==> src/rtl/btn_pkg.sv <==
// Shared definitions for board push-button input handling.
package btn_pkg;

   // Debounce FSM state encoding
   typedef enum logic [1:0] {
      RELEASED     = 2'd0,
      PRESS_WAIT   = 2'd1,
      HELD         = 2'd2,
      RELEASE_WAIT = 2'd3
   } btn_state_t;

   // Default timing for the 100 MHz board clock
   localparam int unsigned DEF_DEBOUNCE_CYCLES = 1000000;    // 10 ms
   localparam int unsigned DEF_LONG_CYCLES     = 100000000;  // 1 s

endpackage : btn_pkg

==> src/rtl/sync_2ff.sv <==
// Two-flop synchroniser for a single asynchronous board input.
module sync_2ff #(
   parameter bit RST_VAL = 1'b0
) (
   input  logic clk,
   input  logic rst,
   input  logic d,
   output logic q
);

   logic meta;

   // Two-stage capture; both stages reset to the idle level of the input
   always_ff @(posedge clk or negedge rst) begin
      if (!rst) begin
         meta <= RST_VAL;
         q    <= RST_VAL;
      end else begin
         meta <= d;
         q    <= meta;
      end
   end

endmodule : sync_2ff

==> src/rtl/button_reader.sv <==
// Push-button reader: synchroniser, counter debouncer, press/release/long-press events.
module button_reader
   import btn_pkg::*;
#(
   parameter int unsigned DEBOUNCE_CYCLES = DEF_DEBOUNCE_CYCLES,
   parameter int unsigned LONG_CYCLES     = DEF_LONG_CYCLES,
   parameter bit          ACTIVE_LOW      = 1'b1
) (
   input  logic clk,
   input  logic rst,
   input  logic btn_pin,
   output logic pressed,
   output logic press_pulse,
   output logic release_pulse,
   output logic long_press
);

   localparam int unsigned DB_W   = $clog2(DEBOUNCE_CYCLES + 1);
   localparam int unsigned HOLD_W = $clog2(LONG_CYCLES + 1);

   // The count seen in the cycle whose increment reaches DEBOUNCE_CYCLES-1;
   // accepting on that edge gives 2 + DEBOUNCE_CYCLES cycles pin-to-event.
   localparam logic [DB_W-1:0]   DB_LAST   = DB_W'(DEBOUNCE_CYCLES - 2);
   localparam logic [HOLD_W-1:0] HOLD_MAX  = HOLD_W'(LONG_CYCLES);
   localparam logic [HOLD_W-1:0] HOLD_LAST = HOLD_W'(LONG_CYCLES - 1);

   btn_state_t        state, state_next;
   logic [DB_W-1:0]   db_cnt, db_next;
   logic [HOLD_W-1:0] hold_cnt, hold_next;

   logic sync_q;
   logic btn_s;
   logic pressed_c, press_pulse_c, release_pulse_c, long_press_c;

   sync_2ff #(
      .RST_VAL (ACTIVE_LOW)
   ) u_sync (
      .clk (clk),
      .rst (rst),
      .d   (btn_pin),
      .q   (sync_q)
   );

   // Pressed-high view of the synchronised pin
   assign btn_s = sync_q ^ ACTIVE_LOW;

   // State, counter and registered-output update
   always_ff @(posedge clk or negedge rst) begin
      if (!rst) begin
         state         <= RELEASED;
         db_cnt        <= '0;
         hold_cnt      <= '0;
         pressed       <= 1'b0;
         press_pulse   <= 1'b0;
         release_pulse <= 1'b0;
         long_press    <= 1'b0;
      end else begin
         state         <= state_next;
         db_cnt        <= db_next;
         hold_cnt      <= hold_next;
         pressed       <= pressed_c;
         press_pulse   <= press_pulse_c;
         release_pulse <= release_pulse_c;
         long_press    <= long_press_c;
      end
   end

   // Next-state and counter logic for the debouncer
   always_comb begin
      state_next = state;
      db_next    = db_cnt;
      hold_next  = hold_cnt;
      case (state)
         RELEASED: begin
            if (btn_s) begin
               state_next = PRESS_WAIT;
               db_next    = '0;
            end
         end
         PRESS_WAIT: begin
            if (!btn_s) begin
               state_next = RELEASED;
            end else begin
               db_next = db_cnt + DB_W'(1);
               if (db_cnt == DB_LAST) begin
                  state_next = HELD;
                  hold_next  = '0;
               end
            end
         end
         HELD: begin
            if (!btn_s) begin
               state_next = RELEASE_WAIT;
               db_next    = '0;
            end else if (hold_cnt != HOLD_MAX) begin
               hold_next = hold_cnt + HOLD_W'(1);
            end
         end
         RELEASE_WAIT: begin
            if (btn_s) begin
               state_next = HELD;
            end else begin
               db_next = db_cnt + DB_W'(1);
               if (db_cnt == DB_LAST) begin
                  state_next = RELEASED;
               end
            end
         end
         default: begin
            state_next = RELEASED;
         end
      endcase
   end

   // Output decode, registered on the next edge
   always_comb begin
      pressed_c       = 1'b0;
      press_pulse_c   = 1'b0;
      release_pulse_c = 1'b0;
      long_press_c    = 1'b0;
      pressed_c       = (state_next == HELD) || (state_next == RELEASE_WAIT);
      press_pulse_c   = (state == PRESS_WAIT) && btn_s && (db_cnt == DB_LAST);
      release_pulse_c = (state == RELEASE_WAIT) && !btn_s && (db_cnt == DB_LAST);
      // Saturation means hold_cnt passes HOLD_LAST->HOLD_MAX only once per press
      long_press_c    = (state == HELD) && btn_s && (hold_cnt == HOLD_LAST);
   end

endmodule : button_reader

==> config.mk <==
export PLATFORM = sky130hd
export DESIGN_NAME = button_reader
export DESIGN_NICKNAME = d
export VERILOG_FILES = /design/src/rtl/btn_pkg.sv /design/src/rtl/sync_2ff.sv /design/src/rtl/button_reader.sv
export SDC_FILE = /design/constraint.sdc
export NUM_CORES = 1
export LEC_CHECK = 0
export ABC_AREA = 1
export BUFFER_PORTS_ARGS = -buffer_cell sky130_fd_sc_hd__buf_2
export CAP_MARGIN = 40
export CORE_AREA = 4 4 72 125
export DETAILED_ROUTE_END_ITERATION = 7
export DIE_AREA = 0 0 76 129
export PLACE_DENSITY = 0.67
export SLEW_MARGIN = 15
export SYNTH_ARGS = -nofsm -noshare
export SYNTH_HDL_FRONTEND = slang
export SYNTH_SLANG_ARGS = --single-unit
export TNS_END_PERCENT = 20
==> constraint.sdc <==
create_clock -name clk -period 1.65 [get_ports clk]
set_input_delay 0.2475 -clock clk [delete_from_list [all_inputs] [get_ports clk]]
set_output_delay 0.2475 -clock clk [all_outputs]
set_load 0.02 [all_outputs]
; ---- After elaboration in Yosys (flattened, before gate mapping)
; Index checks and enable logic that the tools add are counted.
[totals]
word_cells = 55
regBits = 55
in_bits = 3
[op_classes]
n_reduce_logical = 11
n_bitwise = 1
muxes = 17
n_eq_ne = 15
add_sub_neg = 2
[op_table]
columns = op, count
row1 = 2-to-1 mux 27 bit, 4
row2 = 2-to-1 mux 20 bit, 4
row3 = one-hot mux 20 bit (4 select lines), 1
row4 = one-hot mux 27 bit (2 select lines), 1
row5 = "adder 27 x 1 -> 27 bit, second input constant", 1
row6 = "== test 27 bit, second input constant", 1
row7 = "!= test 27 bit, second input constant", 1
row8 = "adder 20 x 1 -> 20 bit, second input constant", 1
row9 = "== test 20 bit, second input constant", 1
row10 = 2-to-1 mux 2 bit, 6
row11 = "!= test 2 bit, second input constant", 5
row12 = "== test 2 bit, second input constant", 4
row13 = one-hot mux 2 bit (4 select lines), 1
row14 = logical AND 1 bit, 6
row15 = AND reduction 5 bit, 1
row16 = "!= test 2 x 1 -> 1 bit, second input constant", 2
row17 = AND reduction 4 bit, 1
row18 = "== test 2 x 1 -> 1 bit, second input constant", 1
row19 = zero test 2 bit, 1
row20 = nonzero test 2 bit, 1
row21 = logical OR 1 bit, 1
row22 = NOT 1 bit, 1

; ---- Longest topological paths before layout
[logic_depth]
depth_word = 6
ltp_mapped = 11

; ---- Hierarchy
; A second synthesis with hierarchy kept.
[unflattened]
cells_unflattened = 500
hier_area_um2 = 3464.6
[modules_own_cells]
columns = mod, cells_each, area_per_inst_um2, n_inst
row1 = button_reader, 498, 3412.0, 1
row2 = sync_2ff, 2, 52.6, 1

; ---- Worst setup path after synthesis
; Ideal clock, no wire load.
[synth_timing]
path_kind = register to register
startpoint = register, netlist name pressed
endpoint = register hold_cnt[2]
t_arrival_ps = 1450
setup_ps = 115
period_less_slack_ps = 1564
n_path_buf = 1
slack_ps = 86
path_stages_with_launch = 11
path_cell_list = dfrtp_1 -> inv_1 -> nor2_4 -> nand2_1 -> nor2_2 -> nand3_1 -> nor2_4 -> nor2_8 -> buf_12 -> nand2_2 -> nand2_2
[synth_lines]
columns = item, line_no
row1 = end signal: assignment, button_reader.sv:60  ; hold_cnt <= hold_next;
row2 = end: declaration, button_reader.sv:29  ; logic [HOLD_W-1:0] hold_cnt, hold_next;

; ---- Final worst setup path
[layout_timing]
startpoint = register db_cnt[0]
endpoint = register hold_cnt[23]
[layout_between]
elab_chain_len = 3
[layout_lines]
columns = item, line_no
row1 = start: declaration, button_reader.sv:28  ; logic [DB_W-1:0] db_cnt, db_next;
row2 = start signal: assignment, button_reader.sv:59  ; db_cnt <= db_next;
row3 = == test 20 bit, button_reader.sv:85  ; if (db_cnt == DB_LAST) begin
row4 = != test 2 bit (no line), n/a
row5 = AND reduction 5 bit (no line), n/a
; Every way passes these cells.
; A chain may end at the register's enable or synchronous reset.

==> reports/results.ini <==
[outcome]
status = finished, violations left
violations = negative setup slack

[logic_synthesis]
syn_inst = 566
yosys_warnings = 0
syn_avg_cell_area_um2 = 6.50
syn_nets = 573
synth.cell_area_um2 = 3680
synth_top_area_share_pct = 35.4
seq_area_frac_synth_pct = 36.8
yosysUniqueCellTypes = 33
synthTopCellsByArea = dfrtp_1 (35%), nand2_1 (20%), nor2_1 (11%), inv_1 (5.7%), nand3_1 (3.9%)
synth_seq_cells = 54
yosysTopAreaCell = dfrtp_1

[critical_path]
critPathKind = register to register
crit_arrival_ns = 1.90
start_kind = register
crit_path_end_kind = register
crit_path_max_fanout = 7
cp_data_required_time_ns = 1.84

[global_route]
grt_start_max_net_pins = 55
grt_pass1_wl_um = 17200
antenna_found_initial = 0
grt_usage_pct = 21.9
overflow = 0
grt_pass1_vias = 3671

[clock_tree]
htree_num_levels = 2
cts_buffer_depth = 2
cts_buffers = 5
clock-root-buffer = clkbuf_16
clock_sinks = 54
clk_latency_ns = 0.30
clkSlewWorstSetupHoldPaths_ns = 0.07
cts_tree = built

[routing]
drt_iter0_drc = 263
first_pass_iters = 5
wl_met2_um = 5880
via_per_inst = 5.28
wl_met3_um = 266
drt-total-wl_um = 10600
wl_per_cell_um = 14.9
num_vias = 3777
drc = 0
top_layer = met4
antenna_left = 0
wl_met1_um = 3750

[final_layout]
drive_gt1_share_pct = 21.3
n_fill_cell = 762
final_area_um2 = 4480
syn_to_final_growth_pct = 21.7
fin_nets = 631
final_cell_mix = nand2_1 (193), nor2_1 (105), inv_1 (54)
layout_commonest_cell = nand2_1
postLayoutCoreUtil_pct = 56.7
n_antenna_cell = 0

[pwr]
p_per_area_nw_per_um2 = 589
p_leak_nw = 1.94
ir_drop_mv = 0.449
fin_total_pwr_mw = 2.64

[place]
pre_cts_slack_ns = -0.116
dpl.hpwl_um = 7120
routabilityCongestion = 0.928
dpl-instance-area_um2 = 4010
portBuffers = 6

[floorplan]
die_h_um = 129
core_area_um2 = 7910
io_pins = 7
initial_core_util_pct = 46.5
row_count = 43
die-area_um2 = 9800
die_w_um = 76

[sta]
setup_viol = 27
tns_ns = -0.725
finalClockSkew_ns = 0.00829
worst_slew_pin_slew_ns = 0.351
post-route-min-period_ns = 1.71
post-route-period-util_pct = 104
max_freq_ghz = 0.585
rsz0062_at_grt = true
slew_headroom_pct = 76.4
finalHoldViolCount = 0
drv_slew = 0
setup_ws_ns = -0.0595

[run]
drv_cap = 0

[worst_hold_path]
min_path_type = primary input to register

-- power by group --
part | internal, mW | switching (mW)
registers | 1.34 | 0.0168
logic | 0.0907 | 0.126
clock network | 0.560 | 0.506
-- per-layer routing --
metal | GRT usage [%] | vias up
met3 | 2.87 | 48
li1 | - | 1874
met4 | 15.0 | 0
met5 | 0 | -
met2 | 42.2 | 90
met1 | 21.1 | 1765
-- per-stage QoR --
stage | cells | hold WS [ns]
CTS | 709 | 0.0367
global placement | 687 | 0.273
detailed placement | 687 | 0.275
finish | 715 | 0.0415
global route | 715 | 0.0329
floorplan | 566 | -0.0481
-- state kept, by name, indices dropped and copies added (netlist names) --
signal,flops
db_cnt,20
hold_cnt,27
long_press,1
press_pulse,1
pressed,1
release_pulse,1
state,1
u_sync.meta,1
u_sync.q,1
-- worst max-delay path: stages, from the launching register on --
cell and delay (ns):
dfrtp_1 0.39, inv_2 0.09, ha_4 0.14, nand3_2 0.07, nor2_2 0.16, nand3_2 0.12
nand2_4 0.13, buf_12 0.12, buf_12 0.10, nand3_4 0.14, nand2_2 0.10, nand2_1 0.05
-- worst paths after layout --
check | slack (ns) | from | to | cells past startpoint
max | -0.06 | db_cnt[0] | hold_cnt[23] | 11
min reg2reg | 0.36 | u_sync.meta | u_sync.q | 0
max in group asynchronous | 0.84 | rst | u_sync.meta | 3
min | 0.04 | btn_pin | u_sync.meta | 1
min in group asynchronous | 0.46 | rst | hold_cnt[22] | 3
max reg2reg | -0.06 | db_cnt[0] | hold_cnt[23] | 11
-- final cells by class --
class,instances,area (µm²),area share [%]
clock inverter,2,10.0,0.223
multi-input combinational,447,2180,48.6
timing repair buffer,55,467,10.4
inverter,61,229,5.11
tap,90,113,2.51
clock buffer,6,129,2.88
sequential,54,1360,30.3
-- synth_stat cells --
| cell | n |
|---|---|
| a21oi_1 | 8 |
| a2bb2oi_1 | 1 |
| a31oi_1 | 1 |
| and2_1 | 1 |
| buf_12 | 1 |
| buf_4 | 1 |
| buf_6 | 2 |
| buf_8 | 1 |
| clkbuf_1 | 3 |
| dfrtp_1 | 52 |
| dfstp_2 | 2 |
| ha_1 | 4 |
| inv_1 | 56 |
| inv_2 | 5 |
| nand2_1 | 200 |
| nand2_2 | 23 |
| nand2_4 | 1 |
| nand3_1 | 29 |
| nand3_2 | 1 |
| nand3_4 | 1 |
| nand3b_1 | 1 |
| nand4_1 | 9 |
| nor2_1 | 111 |
| nor2_2 | 5 |
| nor2_4 | 5 |
| nor2_8 | 1 |
| nor3_1 | 16 |
| nor3b_1 | 2 |
| nor4_1 | 1 |
| o21ai_0 | 13 |
| o31ai_1 | 1 |
| xnor2_1 | 6 |
| xor2_1 | 2 |
-- cells by family after synthesis --
| logic type | Yosys count | synth area share (%) |
|---|---|---|
| buffers and inverters | 69 | 8.29 |
| AOI/OAI and AO/OA | 24 | 3.47 |
| and+or+nand+nor | 407 | 48.2 |
| DFF | 54 | 36.8 |
| adders and majority gates | 4 | 1.36 |
| xor gates and xnor gates | 8 | 1.90 |
-- what timing repair did --
| item | 4_1_cts | 5_1_grt |
|---|---|---|
| pin swaps | 9 | 14 |
| buffers inserted | 9 | 6 |
| hold endpoints to repair | 52 | 0 |
| endpoints found under the setup margin | 27 | 32 |
| hold buffers | 1 | 0 |
| gates cloned | 4 | 0 |
| gates resized for setup | 9 | 26 |
(Power assumes the default switching activity.)
